<file path="src/rtl/camera_init_seq.sv">
// camera_init_seq: walks a {REG,VALUE} init table, one SCCB write per entry.
// Optional NACK retry is compiled in when CAMSEQ_RETRY_EN is defined.
module camera_init_seq #(
  parameter int IDX_W      = 8,
  parameter int REG_W      = 8,
  parameter int VAL_W      = 8,
  parameter int ROM_LAT    = 1,
  parameter int DELAY_UNIT = 24000,
  parameter int MAX_RETRY  = 3
) (
  input  logic                   i_Clk,
  input  logic                   i_Rst,
  input  logic                   i_Start,
  output logic [IDX_W-1:0]       o_Rom_Addr,
  input  logic [REG_W+VAL_W-1:0] i_Rom_Data,
  output logic                   o_Wr_Valid,
  input  logic                   i_Wr_Ready,
  output logic [REG_W-1:0]       o_Wr_Reg,
  output logic [VAL_W-1:0]       o_Wr_Val,
  input  logic                   i_Wr_Done,
  input  logic                   i_Wr_Nack,
  output logic                   o_Busy,
  output logic                   o_Done,
  output logic                   o_Err,
  output logic [IDX_W:0]         o_Count
);

  localparam int DLY_W = VAL_W + $clog2(DELAY_UNIT);

  typedef enum logic [2:0] {
    IDLE, FETCH, DECODE, REQ, WAIT_ACK, DELAY, DONE, ERROR
  } state_t;

  state_t state, next;

  logic [IDX_W-1:0] idx;
  logic [IDX_W:0]   count;
  logic [1:0]       lat_cnt;
  logic [DLY_W-1:0] dly_cnt;
  logic [REG_W-1:0] wr_reg;
  logic [VAL_W-1:0] wr_val;

  logic [REG_W-1:0] ent_reg;
  logic [VAL_W-1:0] ent_val;
  logic reg_ones, val_ones, val_zero;
  logic last, lat_hit, dly_hit;
  logic ack, nack, idle_like, start, adv;
  logic retry_left;

  assign ent_reg  = i_Rom_Data[REG_W+VAL_W-1:VAL_W];
  assign ent_val  = i_Rom_Data[VAL_W-1:0];
  assign reg_ones = &ent_reg;
  assign val_ones = &ent_val;
  assign val_zero = ent_val == '0;
  assign last     = &idx;
  assign lat_hit  = lat_cnt == 2'(ROM_LAT - 1);
  assign dly_hit  = dly_cnt == '0;
  assign ack      = i_Wr_Done & ~i_Wr_Nack;
  assign nack     = i_Wr_Done & i_Wr_Nack;

  assign idle_like = (state == IDLE) || (state == DONE) ||
                     (state == ERROR);
  assign start     = idle_like && i_Start;
  assign adv       = !idle_like && (state != FETCH) && (next == FETCH);

`ifdef CAMSEQ_RETRY_EN
  localparam int RTY_W = $clog2(MAX_RETRY + 2);
  logic [RTY_W-1:0] retry;

  assign retry_left = retry != RTY_W'(MAX_RETRY);

  // retry count per entry, cleared whenever a new entry is decoded
  always_ff @(posedge i_Clk or negedge i_Rst) begin
    if (!i_Rst) begin
      retry <= '0;
    end else if (state == DECODE) begin
      retry <= '0;
    end else if (state == WAIT_ACK && nack && retry_left) begin
      retry <= retry + RTY_W'(1);
    end
  end
`else
  logic unused_cfg;
  assign unused_cfg = MAX_RETRY > 0;
  assign retry_left = 1'b0;
`endif

  // state register
  always_ff @(posedge i_Clk or negedge i_Rst) begin
    if (!i_Rst) state <= IDLE;
    else        state <= next;
  end

  // next-state decode
  always_comb begin
    next = state;
    case (state)
      IDLE, DONE, ERROR: begin
        if (i_Start) next = FETCH;
      end
      FETCH: begin
        if (lat_hit) next = DECODE;
      end
      DECODE: begin
        if (reg_ones && val_ones) next = DONE;
        else if (reg_ones && val_zero) next = last ? DONE : FETCH;
        else if (reg_ones) next = DELAY;
        else next = REQ;
      end
      REQ: begin
        if (i_Wr_Ready) next = WAIT_ACK;
      end
      WAIT_ACK: begin
        if (ack) next = last ? DONE : FETCH;
        else if (nack) next = retry_left ? REQ : ERROR;
      end
      DELAY: begin
        if (dly_hit) next = last ? DONE : FETCH;
      end
      default: next = IDLE;
    endcase
  end

  // index, write count, latency/delay counters and latched entry
  always_ff @(posedge i_Clk or negedge i_Rst) begin
    if (!i_Rst) begin
      idx     <= '0;
      count   <= '0;
      lat_cnt <= '0;
      dly_cnt <= '0;
      wr_reg  <= '0;
      wr_val  <= '0;
    end else begin
      if (start) idx <= '0;
      else if (adv) idx <= idx + IDX_W'(1);

      if (start) count <= '0;
      else if (state == WAIT_ACK && ack) count <= count + (IDX_W+1)'(1);

      if (state == FETCH) lat_cnt <= lat_cnt + 2'd1;
      else lat_cnt <= '0;

      if (state == DECODE)
        dly_cnt <= DLY_W'(ent_val) * DLY_W'(DELAY_UNIT) - DLY_W'(1);
      else if (state == DELAY)
        dly_cnt <= dly_cnt - DLY_W'(1);

      if (state == DECODE && next == REQ) begin
        wr_reg <= ent_reg;
        wr_val <= ent_val;
      end
    end
  end

  // status and handshake outputs follow the state directly
  always_comb begin
    o_Wr_Valid = state == REQ;
    o_Busy     = !idle_like;
    o_Done     = state == DONE;
    o_Err      = state == ERROR;
    o_Rom_Addr = idx;
    o_Count    = count;
    o_Wr_Reg   = wr_reg;
    o_Wr_Val   = wr_val;
  end

endmodule

</file>
<file path="config.mk">
export PLATFORM = sky130hd
export DESIGN_NAME = camera_init_seq
export DESIGN_NICKNAME = d
export VERILOG_FILES = /design/src/rtl/camera_init_seq.sv
export SDC_FILE = /design/constraint.sdc
export NUM_CORES = 1
export LEC_CHECK = 0
export CAP_MARGIN = 10
export CORE_MARGIN = 1
export CORE_UTILIZATION = 45
export DETAILED_ROUTE_END_ITERATION = 16
export GPL_ROUTABILITY_DRIVEN = 0
export PLACE_DENSITY_LB_ADDON = 0.25
export REMOVE_ABC_BUFFERS = 1
export SLEW_MARGIN = 10
export SYNTH_ARGS = -nofsm -noshare
export SYNTH_HDL_FRONTEND = slang
export SYNTH_SLANG_ARGS = --single-unit
</file>
<file path="constraint.sdc">
create_clock -name i_Clk -period 4.4 [get_ports i_Clk]
set_input_delay 1.1 -clock i_Clk [delete_from_list [all_inputs] [get_ports i_Clk]]
set_output_delay 1.1 -clock i_Clk [all_outputs]
set_load 0.005 [all_outputs]
</file>
Word-level counts from Yosys, hierarchy flattened
Cells that the tools add are included.

Register bits after elaboration: 61. Bits of input ports: 22. Output and inout port bits: 37. Word-level logic and storage cells: 65.

$add $sub $neg: 5. $mul: 1. Equal/unequal tests: 10. Mux-type cells: 18. Bitwise logic cells: 3. Reduce and logical (&&, ||, !) cells: 21.

Operators by type and width (count): 2-to-1 mux 23 bit (2); subtractor 23 x 1 -> 23 bit (second input constant) (2); 2-to-1 mux 3 bit (10); AND reduction 8 bit (3); zero test 23 bit (1); 2-to-1 mux 9 bit (2); case mux 3 bit (6 select lines) (1); multiplier 8 x 9 -> 17 bit (second input constant) (1); 2-to-1 mux 8 bit (2); == test 3 bit (second input constant) (4); adder 9 x 1 -> 9 bit (second input constant) (1); == test 3 x 2 -> 1 bit (second input constant) (3); adder 8 x 1 -> 8 bit (second input constant) (1); zero test 8 bit (1); logical AND 1 bit (7); == test 3 x 1 -> 1 bit (second input constant) (2); nonzero test 2 bit (3); zero test 3 bit (1); != test 3 x 1 -> 1 bit (second input constant) (1); OR reduction 3 bit (1); adder 2 x 1 -> 2 bit (second input constant) (1); AND 1 bit (2); zero test 2 bit (1); logical OR 1 bit (2); 3 further kinds (3).

Depth between registers and ports, before layout
Gate-level depths: netlist of the first run.

Word-level depth: 9. Depth in mapped cells: 16. Depth with buffers taken out: 16.

Least setup slack after synthesis of the first run
Ideal clock, no wire load.

Path kind: input-to-reg. Start: input port i_Rom_Data[5]. End: register dly_cnt[21]. Arrival time: 5499 ps. Data required time: 4318 ps. Slack: -1181 ps. Cell stages on the path: 14. Path buffers: 0. Cell sequence: inv_1 > fa_1 > fa_1 > fa_1 > fa_1 > inv_1 > ha_1 > or3_1 > or2_2 > o221ai_1 > xor2_1 > nand4_1 > or4_1 > a31oi_1.

Word-level cells in the longest chain between the ends: 3.

Ends and longest elaborated chain: from (decl) (line 15) `input logic [REG_W+VAL_W-1:0] i_Rom_Data,`; multiplier 8 x 9 -> 17 bit (line 144) `dly_cnt <= DLY_W'(ent_val) * DLY_W'(DELAY_UNIT) - DLY_W'(1);`; subtractor 23 x 1 -> 23 bit (line 144); 2-to-1 mux 23 bit (line 143) `if (state == DECODE)`; to (signal assigned) (line 144); to (signal assigned) (line 146) `dly_cnt <= dly_cnt - DLY_W'(1);`; to (decl) (line 39) `logic [DLY_W-1:0] dly_cnt;`.

Every way passes these cells. A chain may end at the register's enable or synchronous reset.

Final worst setup path of the first run
Start: input port i_Rom_Data[4]. End: register dly_cnt[21].

Same word-level chain as after synthesis.

==> results of run 1 <==
==> worst paths after layout <==
path                                             start                 endpoint  slack (ns)  cells past startpoint
worst max-delay path                     i_Rom_Data[4]  dly_cnt[21]$_DFFE_PN0P_       -0.72                     17
worst min-delay path              lat_cnt[0]$_DFF_PN0_     lat_cnt[0]$_DFF_PN0_        0.46                      1
worst max register to register  dly_cnt[0]$_DFFE_PN0P_  o_Wr_Val[3]$_DFFE_PN0P_        1.23                     11
worst min register to register    lat_cnt[0]$_DFF_PN0_     lat_cnt[0]$_DFF_PN0_        0.46                      1
max in group asynchronous                        i_Rst  o_Wr_Val[7]$_DFFE_PN0P_        2.68                      2
min in group asynchronous                        i_Rst   dly_cnt[3]$_DFFE_PN0P_        0.83                      1
==> routing by layer <==
layer / vias up / routed length [µm] / global-route usage, %
li1: 2310 / - / -
met1: 2299 / 5890 / 29.3
met2: 108 / 7130 / 40.7
met3: 25 / 521 / 4.56
met4: 0 / 255 / 5.81
met5: - / 0 / 0
==> power groups by stage <==
stage	logic [mW]	registers [mW]	clock network, mW
finish	4.03	0.957	0.774
global route	4.36	0.990	0.807
CTS	3.48	0.955	0.784
detailed placement	2.98	0.960	0
global placement	2.92	0.949	0
floorplan	1.72	0.931	0
==> logic make-up (layout without fill, tap and decap cells) <==
logic type / Yosys count / after routing / share of synthesized area [%]
xor+xnor: 38 / 38 / 6.35
buf+inv: 75 / 252 / 6.13
fa+ha+maj: 73 / 73 / 21.0
mux: 27 / 27 / 6.28
compound gates: 92 / 92 / 11.9
flops: 61 / 61 / 29.1
simple gates: 194 / 194 / 19.2
==> Yosys cell counts, types with 16 or more instances <==
cell	instances
nor2_1	49
dfrtp_1	61
a21oi_1	21
ha_1	48
inv_1	60
xnor2_1	17
fa_1	25
xor2_1	21
o21ai_0	24
nand3_1	16
nor3_1	17
nand2_1	41
==> area by class of cell <==
| class | count | area [µm²] | share of cell area [%] |
|---|---|---|---|
| Clock inverter | 3 | 68.8 | 0.900 |
| Multi-Input combinational cell | 424 | 3850 | 50.4 |
| Timing Repair Buffer | 176 | 1520 | 19.9 |
| Inverter | 61 | 239 | 3.13 |
| Tap cell | 143 | 179 | 2.34 |
| Sequential cell | 61 | 1530 | 20.0 |
| Clock buffer | 12 | 256 | 3.36 |
==> registers in the layout, summed over array words and instances, names as in the netlist <==
register	cells
o_Wr_Val	8
state	3
o_Wr_Reg	8
o_Count	9
o_Rom_Addr	8
lat_cnt	2
dly_cnt	23
==> repair_timing <==
item,4_1_cts,5_1_grt
pin swaps,31,21
setup buffers,13,7
gates resized for setup,94,55
endpoints found under the setup margin,11,11
==> metrics.md, run 1 <==
| Metric | Value |
|---|---|
| Outcome | complete, but fails checks |
| Failing checks | negative setup slack |
| Synth Area per Inst | about 9.4 µm² |
| Pwr dens | ~750 nW/µm² |
| Vias in the first global route | 4657 |
| Routed vias | between 4000 and 5000 |
| Seq pwr share | roughly 17% |
| Die area | roughly 12000 µm² |
| Routed Antenna Nets | 0 |
| CP dominant cell by count | fa_1 |
| Area leader, netlist | dfrtp_1 |
| Hold_buf cts | 0 |
| Syn-to-layout area delta | 45.8% |
| Initial antenna violation count | 0 |
| Slowest CP cell | fa_2 |
| WL/cell | ~16 µm |
| Post-synth EDFFs | 0 |
| Post-synth cell types | 62 |
| RSZ-0062 raised after global routing | true |
| Die width | 110 µm |
| Ant diodes | 0 |
| Clk root buf | clkbuf_16 |
| Final period utilization | 116% |
| Worst-path fanout max | 4 |
| Synth Instances | 560 |
| Largest net degree at the start of global routing | 33 |
| Ranking of synthesized cells by area | dfrtp_1 29%, ha_1 11%, fa_1 9.5% |
| Design Power | 5.76 mW |
| Final hold slack | ~0.46 ns |
| Num rows | 39 |
| Tmin final | between 5 and 6 ns |
| Critical Path RT | between 4 and 5 ns |
| Post-synthesis sequential area ratio | around 29% |
| P_leak | between 3 and 4 nW |
| CP Data Arrival Time | 5.38 ns |
| Placed Instances | about 850 |
| Sequence of cells on the critical path | buf_8 -> fa_2 -> fa_1 -> inv_1 -> fa_1 -> fa_1 -> inv_2 -> ha_4 -> buf_6 -> o21a_1 -> o21a_4 -> o221ai_2 -> xor2_1 -> buf_4 -> nand4_1 -> or4_1 -> a31oi_1 |
| Hold Path Class | register to register |
| Detailed-router iteration count before antenna repair | 5 |
| Final Skew | 0.00789 ns |
| Syn Std Cell Area | 5240 µm² |
| Num ports | 59 |
| Share of the synthesized area in the top cell type | between 20% and 30% |
| Initial drt markers | 253 |
| CP max stage delay | roughly 0.58 ns |
| Final Net Count | roughly 830 |
| Finished layout cell area | about 7600 µm² |
| Hold Vio Cnt, Final | 0 |
| Final setup margin | -0.721 ns |
| Most common cell after layout, fill and taps aside | buf_4 |
| Area after DPL | between 6000 and 7000 µm² |
| Worst-margin pin slew | roughly 0.73 ns |
| Ys flop type | dfrtp_1 |
| Fin. max-slew vios | 0 |
| Routed wire length | around 14 mm |
| # H-tree levels | 3 |
| Synth warn | 0 |
| Layout fillers | between 800 and 900 |
| Layout cell share with drive strength beyond 1 | between 30% and 40% |
| Final Setup Violations | 9 |
| Clock power share | a little over an eighth |
| Residual DRC | 0 |
| Worst IR Drop VDD | roughly 0.00046 V |
| CP Capture Type | register |
| Async set-or-reset flop fraction in the synthesized netlist | between 90% and 100% |
| Gr usage total | around a quarter |
| P_int | around 3.5 mW |
| CP Class | input port to register |
| Fmax | ~200 MHz |
| P_sw | about 2.3 mW |
| Family with the most delay on the worst path | adder cells |
| Buffer and inverter count on the worst path | 5 |
| First-pass GRT wire length | 21.9 mm |
| Worst-Skew Late Latency | roughly 0.33 ns |
| # clock sinks | 61 |
| Final Util | 67.2% |
| Port buffer count | a little under 60 |
| Switching share of total power | roughly two fifths |
| Final setup TNS | -4.42 ns |
| Dpl hpwl | 10.2 mm |
| CP Launch Type | input port |
| Core Box Area | ~11000 µm² |
| Count of state elements after synthesis | 61 |
| Chip Height | ~110 µm |
| Number of buffers created by CTS | 9 |
| Gr ovfl total | 0 |
| Starting density of the core | between 40% and 50% |
| Via/cell ratio | ~5.4 |
| Worst-path clk slew | ~0.050 ns |
| Most frequent cells in the layout | 103 x buf_4, 61 x dfrtp_1, 49 x inv_1, 49 x clkdlybuf4s50_1, 47 x nor2_1 |
| Fin cells | a little under 900 |
| DP Worst Slack | -1.79 ns |
| CTS max path bufs | 2 |
| Clock tree from TritonCTS | yes |
| Max transition margin | 51.1% |
| Max cap viols | 0 |
| Comb power frac | approximately 70% |
Note: power is estimated with default switching activity, not from simulation.
==> run 2: changes to the inputs <==
CORE_UTILIZATION = 46   (was 45)
==> run 2 against run 1 <==
Effect of this change:
- the flow still finishes with violations (negative setup slack)
- worst setup slack worse by 0.032 ns
- maximum frequency down 0.62%
- combinational power up 4%
- die area down 2.1%
- design area up 0.11%
- critical path depth down 1
- clock skew down 0.0025 ns
- count of clock-buffer cells in the layout unchanged
- wire length up 5.7%
- utilization up 2.4 points
- clock power down 5.6%
- critical endpoint unchanged
- largest cell class unchanged
- largest power group unchanged
- highest routed layer unchanged
==> metrics.md, run 2 (same netlist as run 1, synthesis figures left out) <==
| Metric | Value |
|---|---|
| HP Start | lat_cnt[0]$_DFF_PN0_ (unchanged) |
| Worst-margin pin slew | 0.631 ns (was 0.734 ns) |
| Max reg flops | 23 (unchanged) |
| Routed vias | 4736 (was 4742) |
| Routed Antenna Nets | 0 (unchanged) |
| Finished layout cell area | 7650 µm² (was 7640 µm²) |
| Core Box Area | 11000 µm² (was 11400 µm²) |
| Final period utilization | 117% (was 116%) |
| CP dominant cell by count | fa_1 (unchanged) |
| Number of buffers created by CTS | 9 (unchanged) |
| RR Startpoint | dly_cnt[0]$_DFFE_PN0P_ (unchanged) |
| Hold_buf cts | 0 (unchanged) |
| Design Power | 5.90 mW (was 5.76 mW) |
| Critical Path RT | 4.66 ns (about the same) |
| CP Data Arrival Time | 5.41 ns (was 5.38 ns) |
| Die area | 11800 µm² (was 12100 µm²) |
| Outcome | complete, but fails checks (unchanged) |
| Die width | 109 µm (was 110 µm) |
| Final setup margin | -0.753 ns (was -0.721 ns) |
| Worst-path clk slew | 0.05 ns (about the same) |
| Ant diodes | 0 (unchanged) |
| Max transition margin | 57.9% (was 51.1%) |
| Tmin final | 5.15 ns (was 5.12 ns) |
| Pwr dens | 771 nW/µm² (was 754 nW/µm²) |
| Num ports | 59 (unchanged) |
| CP Capture Type | register (unchanged) |
| Hold Path Class | register to register (unchanged) |
| Vias in the first global route | 4725 (was 4657) |
| CP max stage delay | 0.56 ns (was 0.58 ns) |
| Clk root buf | clkbuf_16 (unchanged) |
| WL/cell | 16.7 µm (was 15.7 µm) |
| # H-tree levels | 3 (unchanged) |
| Initial antenna violation count | 0 (unchanged) |
| Detailed-router iteration count before antenna repair | 4 (was 5) |
| Final Skew | 0.00541 ns (was 0.00789 ns) |
| Fin. max-slew vios | 0 (unchanged) |
| Dpl hpwl | 9.79 mm (was 10.2 mm) |
| # clock sinks | 61 (unchanged) |
| Syn-to-layout area delta | 45.9% (was 45.8%) |
| Area after DPL | 6650 µm² (about the same) |
| RSZ-0062 raised after global routing | true (unchanged) |
| Initial drt markers | 265 (was 253) |
| CTS max path bufs | 2 (unchanged) |
| Layout cell share with drive strength beyond 1 | 33.7% (was 33.0%) |
| Routed wire length | 14.6 mm (was 13.8 mm) |
| Residual DRC | 0 (unchanged) |
| Max cap viols | 0 (unchanged) |
| Chip Height | 109 µm (was 110 µm) |
| Failing checks | negative setup slack (unchanged) |
| Hold Vio Cnt, Final | 0 (unchanged) |
| Slowest CP cell | fa_1 (was fa_2) |
| Top reg by flops | dly_cnt (unchanged) |
| Worst-path fanout max | 4 (unchanged) |
| Sequence of cells on the critical path | buf_8 -> fa_1 -> fa_1 -> inv_2 -> fa_1 -> fa_1 -> inv_1 -> ha_4 -> buf_4 -> inv_1 -> a311o_1 -> or3b_4 -> a21oi_4 -> nand4_1 -> or4_1 -> a31oi_1 (was buf_8 -> fa_2 -> fa_1 -> inv_1 -> fa_1 -> fa_1 -> inv_2 -> ha_4 -> buf_6 -> o21a_1 -> o21a_4 -> o221ai_2 -> xor2_1 -> buf_4 -> nand4_1 -> or4_1 -> a31oi_1) |
| CP startpoint | i_Rom_Data[2] (was i_Rom_Data[4]) |
| Port buffer count | 58 (unchanged) |
| Worst-Skew Late Latency | 0.34 ns (was 0.33 ns) |
| Starting density of the core | 47.7% (was 46.1%) |
| Via/cell ratio | 5.41 (was 5.39) |
| CP Launch Type | input port (unchanged) |
| Most common cell after layout, fill and taps aside | buf_4 (unchanged) |
| Worst IR Drop VDD | 0.000378 V (was 0.000460 V) |
| Largest net degree at the start of global routing | 44 (was 33) |
| Layout fillers | 783 (was 868) |
| Fmax | 194 MHz (was 195 MHz) |
| Gr ovfl total | 0 (unchanged) |
| P_leak | 3.51 nW (about the same) |
| Final Net Count | 826 (was 828) |
| First-pass GRT wire length | 22.5 mm (was 21.9 mm) |
| Clock tree from TritonCTS | yes (unchanged) |
| Final Setup Violations | 8 (was 9) |
| Gr usage total | 24.9% (was 23.3%) |
| CP Class | input port to register (unchanged) |
| Most frequent cells in the layout | 97 x buf_4, 61 x dfrtp_1, 49 x clkdlybuf4s50_1 (was 103 x buf_4, 61 x dfrtp_1, 49 x inv_1, 49 x clkdlybuf4s50_1, 47 x nor2_1) |
| Placed Instances | 843 (was 846) |
| Num rows | 38 (was 39) |
| Fin cells | 875 (was 880) |
## run 2: cell types whose count changed in the layout (fill, tap and decap cells not counted), moves of 2 or more
cell and change:
ha_1 -2, a21oi_4 +2, a21oi_2 -2, nor3_2 +3, buf_4 -6, buf_2 +2
buf_6 +2, o21ai_2 -2, nor3_1 -2, o221ai_2 -2, inv_2 +3, ha_4 +2
## run 2: area by class of cell
cell class / count / area [µm²] / area share, %
timing repair buffer: 174 / 1510 / 19.7
sequential: 61 / 1530 / 19.9
multi-input combinational: 424 / 3900 / 51.0
clock buffer: 12 / 267 / 3.48
tap: 140 / 175 / 2.29
inverter: 61 / 231 / 3.02
clock inverter: 3 / 43.8 / 0.572
## run 2: final timing paths
path / end / slack (ns) / depth (start not counted)
min in group asynchronous: dly_cnt[12]$_DFFE_PN0P_ / 0.72 / 1
worst max-delay path: dly_cnt[21]$_DFFE_PN0P_ / -0.75 / 16
worst min register to register: lat_cnt[0]$_DFF_PN0_ / 0.44 / 1
worst min-delay path: lat_cnt[0]$_DFF_PN0_ / 0.44 / 1
max in group asynchronous: o_Wr_Reg[6]$_DFFE_PN0P_ / 2.75 / 2
worst max register to register: o_Wr_Reg[1]$_DFFE_PN0P_ / 1.19 / 11
## run 2: stage by stage
stage          hold slack [ns]  setup WS [ns]  util (%)  setup TNS [ns]
3_5_place_dp             0.436          -1.75      60.5          -14.91
5_1_grt                  0.483         -0.860      69.7           -5.82
6_report                 0.439         -0.753      69.7           -4.72
4_1_cts                  0.443         -0.679      67.0           -4.09
2_1_floorplan            0.412          -1.18         -           -6.71
3_3_place_gp             0.423          -1.59      60.5          -13.48
## run 2: critical path: cells and delay by family
kind / cells / cell delay [ns]
adders and majority gates: 5 / 2.22
buffers and inverters: 5 / 0.43
and+or+nand+nor: 3 / 1.05
AOI/OAI and AO/OA: 3 / 0.60
## run 2: where the power goes
part           internal, mW  leakage (nW)  switching [mW]
Clock                 0.481         0.155           0.251
Combinational          2.25          2.61            1.96
Sequential            0.763         0.745           0.196
## run 2: timing repair
item | in CTS | in global routing
pin swaps | 36 | 25
setup buffers | 10 | 7
endpoints found under the setup margin | 11 | 11
hold endpoints to repair | 0 | 0
resized for setup | 104 | 47
## run 2: routing by layer
metal  vias up  part of all wire, %  global-route usage (%)
met1      2297                   42                    30.0
met2       111                   52                    43.8
met5         -                    0                       0
met3        28                  3.6                    5.56
met4         0                  2.3                    8.11
li1       2300                    -                       -
